[src/rtl/clk_divisor_multi.sv]
// NUM_CH independent programmable square-wave dividers with 1-cycle rise/fall ticks.
// New high/low lengths wait in per-channel shadow registers and are applied only at a period boundary.
module clk_divisor_multi #(
    parameter int          NUM_CH   = 4,
    parameter int          CH_SEL_W = 2,
    parameter int          CNT_W    = 32,
    parameter int unsigned DEF_HIGH = 25000000,
    parameter int unsigned DEF_LOW  = 25000000
) (
    input  logic                sys_clk,
    input  logic                sys_rst_n,
    input  logic [NUM_CH-1:0]   ch_en,
    input  logic                cfg_wr,
    input  logic [CH_SEL_W-1:0] cfg_ch,
    input  logic [CNT_W-1:0]    cfg_high,
    input  logic [CNT_W-1:0]    cfg_low,
    output logic                cfg_err,
    output logic [NUM_CH-1:0]   clkout,
    output logic [NUM_CH-1:0]   rise_tick,
    output logic [NUM_CH-1:0]   fall_tick,
    output logic [NUM_CH-1:0]   upd_pending
);

    localparam logic [CNT_W-1:0] L_DEF_HIGH = CNT_W'(DEF_HIGH);
    localparam logic [CNT_W-1:0] L_DEF_LOW  = CNT_W'(DEF_LOW);
    localparam logic [CNT_W-1:0] L_ONE      = CNT_W'(1);

    typedef enum logic [1:0] {
        ST_IDLE = 2'd0,
        ST_HIGH = 2'd1,
        ST_LOW  = 2'd2
    } state_t;

    logic w_cfg_ok;
    logic r_cfg_err;

    assign w_cfg_ok = (cfg_high != '0) && (cfg_low != '0) && (int'(cfg_ch) < NUM_CH);

    always_ff @(posedge sys_clk or negedge sys_rst_n) begin
        if (!sys_rst_n) begin
            r_cfg_err <= 1'b0;
        end else begin
            r_cfg_err <= cfg_wr && !w_cfg_ok;
        end
    end

    assign cfg_err = r_cfg_err;

    for (genvar gi = 0; gi < NUM_CH; gi++) begin : g_ch
        state_t           r_state;
        logic [CNT_W-1:0] r_cnt;
        logic [CNT_W-1:0] r_act_high;
        logic [CNT_W-1:0] r_act_low;
        logic [CNT_W-1:0] r_sh_high;
        logic [CNT_W-1:0] r_sh_low;
        logic             r_pend;
        logic             r_clk;
        logic             r_rise;
        logic             r_fall;
        logic             w_wr;
        logic             w_high_end;
        logic             w_low_end;
        logic             w_bnd;

        assign w_wr       = cfg_wr && w_cfg_ok && (int'(cfg_ch) == gi);
        assign w_high_end = (r_state == ST_HIGH) && (r_cnt == r_act_high - L_ONE);
        assign w_low_end  = (r_state == ST_LOW)  && (r_cnt == r_act_low - L_ONE);
        assign w_bnd      = w_low_end || ((r_state == ST_IDLE) && ch_en[gi]);

        always_ff @(posedge sys_clk or negedge sys_rst_n) begin
            if (!sys_rst_n) begin
                r_state    <= ST_IDLE;
                r_cnt      <= '0;
                r_act_high <= L_DEF_HIGH;
                r_act_low  <= L_DEF_LOW;
                r_sh_high  <= L_DEF_HIGH;
                r_sh_low   <= L_DEF_LOW;
                r_pend     <= 1'b0;
                r_clk      <= 1'b0;
                r_rise     <= 1'b0;
                r_fall     <= 1'b0;
            end else begin
                r_rise <= 1'b0;
                r_fall <= 1'b0;

                if (w_bnd && r_pend) begin
                    r_act_high <= r_sh_high;
                    r_act_low  <= r_sh_low;
                    r_pend     <= 1'b0;
                end
                // A write on the boundary edge re-arms pend for the next period.
                if (w_wr) begin
                    r_sh_high <= cfg_high;
                    r_sh_low  <= cfg_low;
                    r_pend    <= 1'b1;
                end

                case (r_state)
                    ST_IDLE: begin
                        if (ch_en[gi]) begin
                            r_state <= ST_HIGH;
                            r_cnt   <= '0;
                            r_clk   <= 1'b1;
                            r_rise  <= 1'b1;
                        end
                    end
                    ST_HIGH: begin
                        if (w_high_end) begin
                            r_state <= ST_LOW;
                            r_cnt   <= '0;
                            r_clk   <= 1'b0;
                            r_fall  <= 1'b1;
                        end else begin
                            r_cnt <= r_cnt + L_ONE;
                        end
                    end
                    ST_LOW: begin
                        if (w_low_end) begin
                            r_cnt <= '0;
                            if (ch_en[gi]) begin
                                r_state <= ST_HIGH;
                                r_clk   <= 1'b1;
                                r_rise  <= 1'b1;
                            end else begin
                                r_state <= ST_IDLE;
                            end
                        end else begin
                            r_cnt <= r_cnt + L_ONE;
                        end
                    end
                    default: begin
                        r_state <= ST_IDLE;
                        r_cnt   <= '0;
                        r_clk   <= 1'b0;
                    end
                endcase
            end
        end

        assign clkout[gi]      = r_clk;
        assign rise_tick[gi]   = r_rise;
        assign fall_tick[gi]   = r_fall;
        assign upd_pending[gi] = r_pend;
    end

endmodule

[config.mk]
export PLATFORM = sky130hd
export DESIGN_NAME = clk_divisor_multi
export DESIGN_NICKNAME = d
export VERILOG_FILES = /design/src/rtl/clk_divisor_multi.sv
export SDC_FILE = /design/constraint.sdc
export NUM_CORES = 1
export LEC_CHECK = 0
export CELL_PAD_IN_SITES_DETAIL_PLACEMENT = 1
export CELL_PAD_IN_SITES_GLOBAL_PLACEMENT = 1
export CORE_MARGIN = 10
export CORE_UTILIZATION = 25
export CTS_CLUSTER_DIAMETER = 200
export DETAILED_ROUTE_END_ITERATION = 10
export GPL_ROUTABILITY_DRIVEN = 0
export PLACE_DENSITY = 0.52
export SYNTH_ARGS = -nofsm -noshare
export SYNTH_HDL_FRONTEND = slang
export SYNTH_SLANG_ARGS = --single-unit
[constraint.sdc]
create_clock -name sys_clk -period 5.8 [get_ports sys_clk]
set_input_delay 1.45 -clock sys_clk [delete_from_list [all_inputs] [get_ports sys_clk]]
set_output_delay 1.45 -clock sys_clk [all_outputs]
set_load 0.01 [all_outputs]
==> impl_metrics.tcl, run 1 <==
set metrics [dict create \
    irDropWorstVdd_v 0.0002690 \
    clk_latency_ns 0.71 \
    wl_per_cell_um 24.23 \
    timing.final.max_slew_violations 0 \
    track_usage_pct 16.10 \
    initial_core_util_pct 25.25 \
    fin_setup_tns_ns 0 \
    ys_seq_area_share_pct 45.07 \
    powerDensity_nw_per_um2 420.1 \
    drt-vias-per-instance 5.103 \
    pin_count 90 \
    synth_top_area_cell "sky130_fd_sc_hd__dfrtp_1" \
    worst_hold_slack_ns 0.4782 \
    drtAntennaViolNets 0 \
    crit_end "g_ch[1].r_act_high[1]" \
    netlist-cell-type-count 98 \
    final_net_count 3638 \
    finalSetupViolCount 0 \
    number_of_buffers_created_by_cts 83 \
    ys.warnings.count 0 \
    clk_root_buffer_cell "sky130_fd_sc_hd__clkbuf_16" \
    mappedNetlistNets 3623 \
    slowest_delay_ns 0.67 \
    timing.critical_path.slowest_stage_cell "sky130_fd_sc_hd__a2111oi_0" \
    final.min_clock_period_ns 4.797 \
    critPathLaunch "g_ch[1].r_act_low[4]" \
    regToRegSetupSlack_ns 1.00 \
    combined_area_of_all_synthesized_cells_um2 37460 \
    globalRouteOverflowTotal 0 \
    final-hold-violation-count 0 \
    post_layout_nonfiller_instances 5611 \
    period_share_pct 82.70 \
    vias 28635 \
    min_path_type "flip-flop to flip-flop" \
    floorplan.die_area_um2 165700 \
    async_reset_ff_share_pct 100.0 \
    regToRegEndpoint "g_ch[1].r_act_high[1]" \
    synth.cells.most_frequent "sky130_fd_sc_hd__dfrtp_1, sky130_fd_sc_hd__mux2_2, sky130_fd_sc_hd__xnor2_1" \
    worstPathCellList "nor3_1 -> nand2_1 -> or4_1 -> or3_1 -> xnor2_1 -> a2111oi_0 -> and3_1 -> nand3_1 -> a21boi_4 -> buf_12 -> mux2_2" \
    clock-sinks 665 \
    final.setup_skew_ns 0.02449 \
    clk_transition_reported_paths_ns 0.06 \
    drt_first_pass_iters 5 \
    first_pass_grt_wire_length_mm 201.1 \
    htree_levels 3 \
    floorplan.core_area_um2 148400 \
    num_rows 141 \
    worstMarginPinSlew_ns 1.223 \
    totalPowerFinal_mw 18.31 \
    grt_start_max_net_pins 124 \
    final_layout_size_suffix_gt1_share_pct 26.44 \
    buffer_ports.inserted 89 \
    place.detailed.hpwl_mm 99.85 \
    r2r_cells 11 \
    fp.dieW_um 407.1 \
    synth.top_cell.area_share_pct 31.60 \
    clock_path_buffers 3 \
    critical_path_arrival_ns 5.37 \
    drv_cap 0 \
    synth_ff_type "sky130_fd_sc_hd__dfrtp_1" \
    post_cts_hold_buffer_count 0 \
    timing.fmax_ghz 0.2085 \
    run_status "complete, no violations" \
    synth_enable_flop_cells 0 \
    max_slew_margin_pct 18.46 \
    rsz0062_at_grt "no" \
    worst-endpoint-required_ns 6.37 \
    path_class "flip-flop to flip-flop" \
    drc 0 \
    static-leakage-power_nw 17.00 \
    post_synth.cell_area_avg_um2 10.64 \
    number_of_global_route_vias_before_repair 28598 \
    postLayoutCoreUtil_pct 29.38 \
    timing.rr.start "g_ch[1].r_act_low[4]" \
    dr.first_iter.drc_count 1921 \
    fp.dieH_um 407.1 \
    tritoncts "built" \
    cts_repair_resize_count 0 \
    flow.area_growth_from_synthesis_pct 16.37 \
    wirelength_mm 135.9 \
    syn-instance-count 3522 \
    grt_antenna_before_repair 28 \
    post-place-cells 5454 \
    critical_path_end_type "flip-flop" \
    postCtsSetupBuffers 0 \
    yosysMostFrequentCell "sky130_fd_sc_hd__dfrtp_1" \
    path_max_fanout 64 \
    cp-start-kind "flip-flop" \
    ys_top_cells_by_area "sky130_fd_sc_hd__dfrtp_1, sky130_fd_sc_hd__mux2_2, sky130_fd_sc_hd__dfstp_2, sky130_fd_sc_hd__xnor2_1, sky130_fd_sc_hd__xor2_1" \
    ys_ff_latch 665 \
]
## final cells by class
| class | count | area, um2 |
|---|---|---|
| repair buffers | 171 | 1674 |
| diodes | 1 | 2.502 |
| multi-input cells | 2546 | 19280 |
| flip-flops and latches | 665 | 16880 |
| well taps | 2002 | 2505 |
| clock inverters | 49 | 633.1 |
| clock buffers | 107 | 2350 |
| fillers | 16517 | 104800 |
| inverters | 70 | 262.8 |
## power by group
| group | total (mW) | leakage, nW | internal (mW) | switching [mW] |
|---|---|---|---|---|
| logic | 4.85 | 7.60 | 2.40 | 2.45 |
| clock network | 5.67 | 1.45 | 3.35 | 2.33 |
| registers | 7.79 | 7.94 | 6.01 | 1.78 |
| total | 18.3 | 17.0 | 11.8 | 6.56 |
## cell usage in the layout, fill, tap and decap left out, drive strengths merged, types with 45 or more instances in the layout
master and n:
mux2 519, and3 58, nand4 57, inv 75, nor4 114, clkbuf 107
clkdlybuf4s50 88, o21ai 122, nor2 165, nand3 114, buf 83, xor2 112
a31oi 55, a21oi 92, or3 45, nand2 201, or4 48, dfstp 192
dfrtp 473, nor3 125, xnor2 203
## how the worst min path moves through the flow
stage                              to                  start  depth (start not counted)
2_1_floorplan   g_ch[3].r_act_high[2]   g_ch[3].r_sh_high[2]                          1
5_1_grt        g_ch[0].r_act_high[15]  g_ch[0].r_sh_high[15]                          1
3_5_place_dp    g_ch[2].r_act_high[9]   g_ch[2].r_sh_high[9]                          1
3_3_place_gp   g_ch[2].r_act_high[15]  g_ch[2].r_sh_high[15]                          1
4_1_cts         g_ch[2].r_act_high[9]   g_ch[2].r_sh_high[9]                          1
6_report        g_ch[2].r_act_high[9]   g_ch[2].r_sh_high[9]                          1
## registers in the layout, indices dropped and copies added, names as in the netlist, 8 cells and up
register and count:
g_ch.r_act_high 128, g_ch.r_act_low 128, g_ch.r_cnt 128, g_ch.r_sh_high 128, g_ch.r_sh_low 128, g_ch.r_state 8
## per-layer routing
layer / track usage (%) / part of all wire, % / vias up
li1: - / - / 12966
met3: 2.850 / 5.1 / 127
met5: 0 / 0.024 / -
met2: 24.23 / 43 / 545
met1: 23.98 / 50 / 14993
met4: 3.044 / 1.7 / 4
## logic make-up (layout without fill, tap and decap cells)
logic type	after synthesis	count (layout)	synth area share (%)
buffers and inverters	311	397	3.628
AOI/OAI and AO/OA	539	539	10.05
xor gates and xnor gates	315	315	7.365
adders and majority gates	28	28	0.9353
DFF	665	665	45.07
muxes	539	539	16.14
other	0	1	0
and+or+nand+nor	1125	1125	16.82
## stage by stage
step / setup WS, ns / instance area (um2)
global route: 0.5634 / 43590
global placement: 0.9946 / 40600
detailed placement: 0.9780 / 40600
finish: 1.003 / 43590
CTS: 0.9574 / 43590
floorplan: 1.968 / 37460
## worst max-delay path: cells and delay by family, from the launching register on
family / cells / cell delay [ns]
xor gates and xnor gates: 1 / 0.13
and+or+nand+nor: 6 / 2.41
buffers and inverters: 1 / 0.34
DFF: 1 / 0.44
muxes: 1 / 0.39
AOI/OAI and AO/OA: 2 / 0.88
Note: power is estimated with default switching activity, not from simulation.
==> run 2, diff against run 1 <==
Clock period 5.8 ns to 4.6 ns, I/O delays scaled along.
==> impl_metrics.tcl, run 2 (synthesized netlist as in run 1, its figures left out) <==
set metrics [dict create \
    run_status "complete, no violations" \
    drc 0 \
    number_of_global_route_vias_before_repair 29699 \
    wl_per_cell_um 23.12 \
    powerDensity_nw_per_um2 512.9 \
    wirelength_mm 131.9 \
    clock_path_buffers 3 \
    timing.final.max_slew_violations 0 \
    pin_count 90 \
    globalRouteOverflowTotal 0 \
    buffer_ports.inserted 89 \
    clock-sinks 665 \
    worstMarginPinSlew_ns 1.120 \
    period_share_pct 94.69 \
    vias 28713 \
    drt_first_pass_iters 5 \
    timing.critical_path.max_delay_family "simple AND/OR/NAND/NOR gates" \
    drt-vias-per-instance 5.035 \
    post_cts_hold_buffer_count 0 \
    timing.fmax_ghz 0.2296 \
    track_usage_pct 15.73 \
    flow.area_growth_from_synthesis_pct 18.13 \
    cp-start-kind "flip-flop" \
    drtAntennaViolNets 0 \
    clk_transition_reported_paths_ns 0.06 \
    finalSetupViolCount 0 \
    drv_cap 0 \
    static-leakage-power_nw 17.43 \
    worstPathCellList "nor4_4 -> nand2_1 -> or4_1 -> or3_1 -> xnor2_1 -> a2111oi_0 -> buf_4 -> and3_1 -> nand3_1 -> a21boi_4 -> buf_12 -> mux2_2" \
    timing.critical_path.slowest_stage_cell "sky130_fd_sc_hd__or4_1" \
    clk_latency_ns 0.66 \
    fp.dieH_um 407.1 \
    floorplan.die_area_um2 165700 \
    layout.filler_cells 16489 \
    worst_hold_slack_ns 0.4793 \
    fin_setup_tns_ns 0 \
    number_of_buffers_created_by_cts 78 \
    slowest_delay_ns 0.58 \
    worst-endpoint-required_ns 5.13 \
    postLayoutCoreUtil_pct 29.82 \
    post_layout_nonfiller_instances 5703 \
    regToRegSetupSlack_ns 0.24 \
    final-hold-violation-count 0 \
    max_slew_margin_pct 25.33 \
    path_class "flip-flop to flip-flop" \
    first_pass_grt_wire_length_mm 198.1 \
    path_max_fanout 64 \
    irDropWorstVdd_v 0.0002244 \
    post-place-cells 5551 \
    tritoncts "built" \
    final_net_count 3730 \
    num_rows 141 \
    clk_root_buffer_cell "sky130_fd_sc_hd__clkbuf_16" \
    final.min_clock_period_ns 4.356 \
    critical_path_arrival_ns 4.89 \
    final_layout_size_suffix_gt1_share_pct 27.82 \
    place.detailed.hpwl_mm 96.42 \
    layout_common_cells "sky130_fd_sc_hd__dfrtp_1, sky130_fd_sc_hd__mux2_2, sky130_fd_sc_hd__xnor2_1, sky130_fd_sc_hd__nand2_1, sky130_fd_sc_hd__dfstp_2" \
    fp.dieW_um 407.1 \
    final_common_cell "sky130_fd_sc_hd__dfrtp_1" \
    critical_path_end_type "flip-flop" \
    grt_start_max_net_pins 91 \
    final.setup_skew_ns 0.01715 \
    floorplan.core_area_um2 148400 \
    initial_core_util_pct 25.25 \
    htree_levels 3 \
    grt_antenna_before_repair 34 \
    cp_num_buf_inv 2 \
    min_path_type "input pin to async pin" \
    dr.first_iter.drc_count 1594 \
]
[run 2: cell types whose count changed in the layout (fill, tap and decap cells not counted), sizes merged]
cell      change
bufinv        +2
clkinv       -14
clkinvlp      -6
diode         +9
inv           -5
clkbuf        +9
buf          +97
[run 2: timing repair]
item | CTS | global route
setup endpoints to repair | 0 | 63
gates resized for setup | 0 | 2
setup buffers | 0 | 0
[run 2: final cells by class]
class,instances,area (um2),share of cell area [%]
multi-input cells,2546,19290,43.60
flip-flops and latches,665,16880,38.15
repair buffers,268,2527,5.712
well taps,2002,2505,5.661
clock buffers,116,2318,5.240
clock inverters,26,435.4,0.9841
inverters,70,262.8,0.5938
diodes,10,25.02,0.05655
[run 2: power by group]
part           switching [mW]  total [mW]  internal, mW
sequential               1.89        9.46          7.57
clock                    2.63        6.78          4.15
combinational            3.23        6.45          3.22
[run 2: per-layer routing]
metal  wire length, um  vias to the layer above  global-route usage (%)
li1                  -                    13136                       -
met1             62340                    14853                   22.15
met2             57490                      540                   23.96
met3              8073                      176                   3.460
met4              3901                        8                   4.597
met5                71                        -                       0
[run 2: final timing paths]
| kind | start | endpoint | cells after the start |
|---|---|---|---|
| setup / recovery | g_ch[1].r_act_low[8] | g_ch[1].r_act_high[30] | 12 |
| setup reg to reg | g_ch[1].r_act_low[8] | g_ch[1].r_act_high[30] | 12 |
| hold reg to reg | g_ch[2].r_sh_high[10] | g_ch[2].r_act_high[10] | 1 |
| max in group asynchronous | sys_rst_n | g_ch[3].r_act_low[14] | 2 |
| hold / removal | sys_rst_n | g_ch[0].r_sh_high[30] | 1 |
| min in group sys_clk | g_ch[2].r_sh_high[10] | g_ch[2].r_act_high[10] | 1 |
[run 2: metrics by stage]
stage          worst slack (ns)  cell area, um2  power, mW
2_1_floorplan            0.7676           37460      13.62
3_3_place_gp             0.1870           41460      15.90
3_5_place_dp             0.1544           41460      16.05
4_1_cts                  0.2093           44210      23.00
5_1_grt                -0.03926           44230      24.16
6_report                 0.2442           44250      22.69
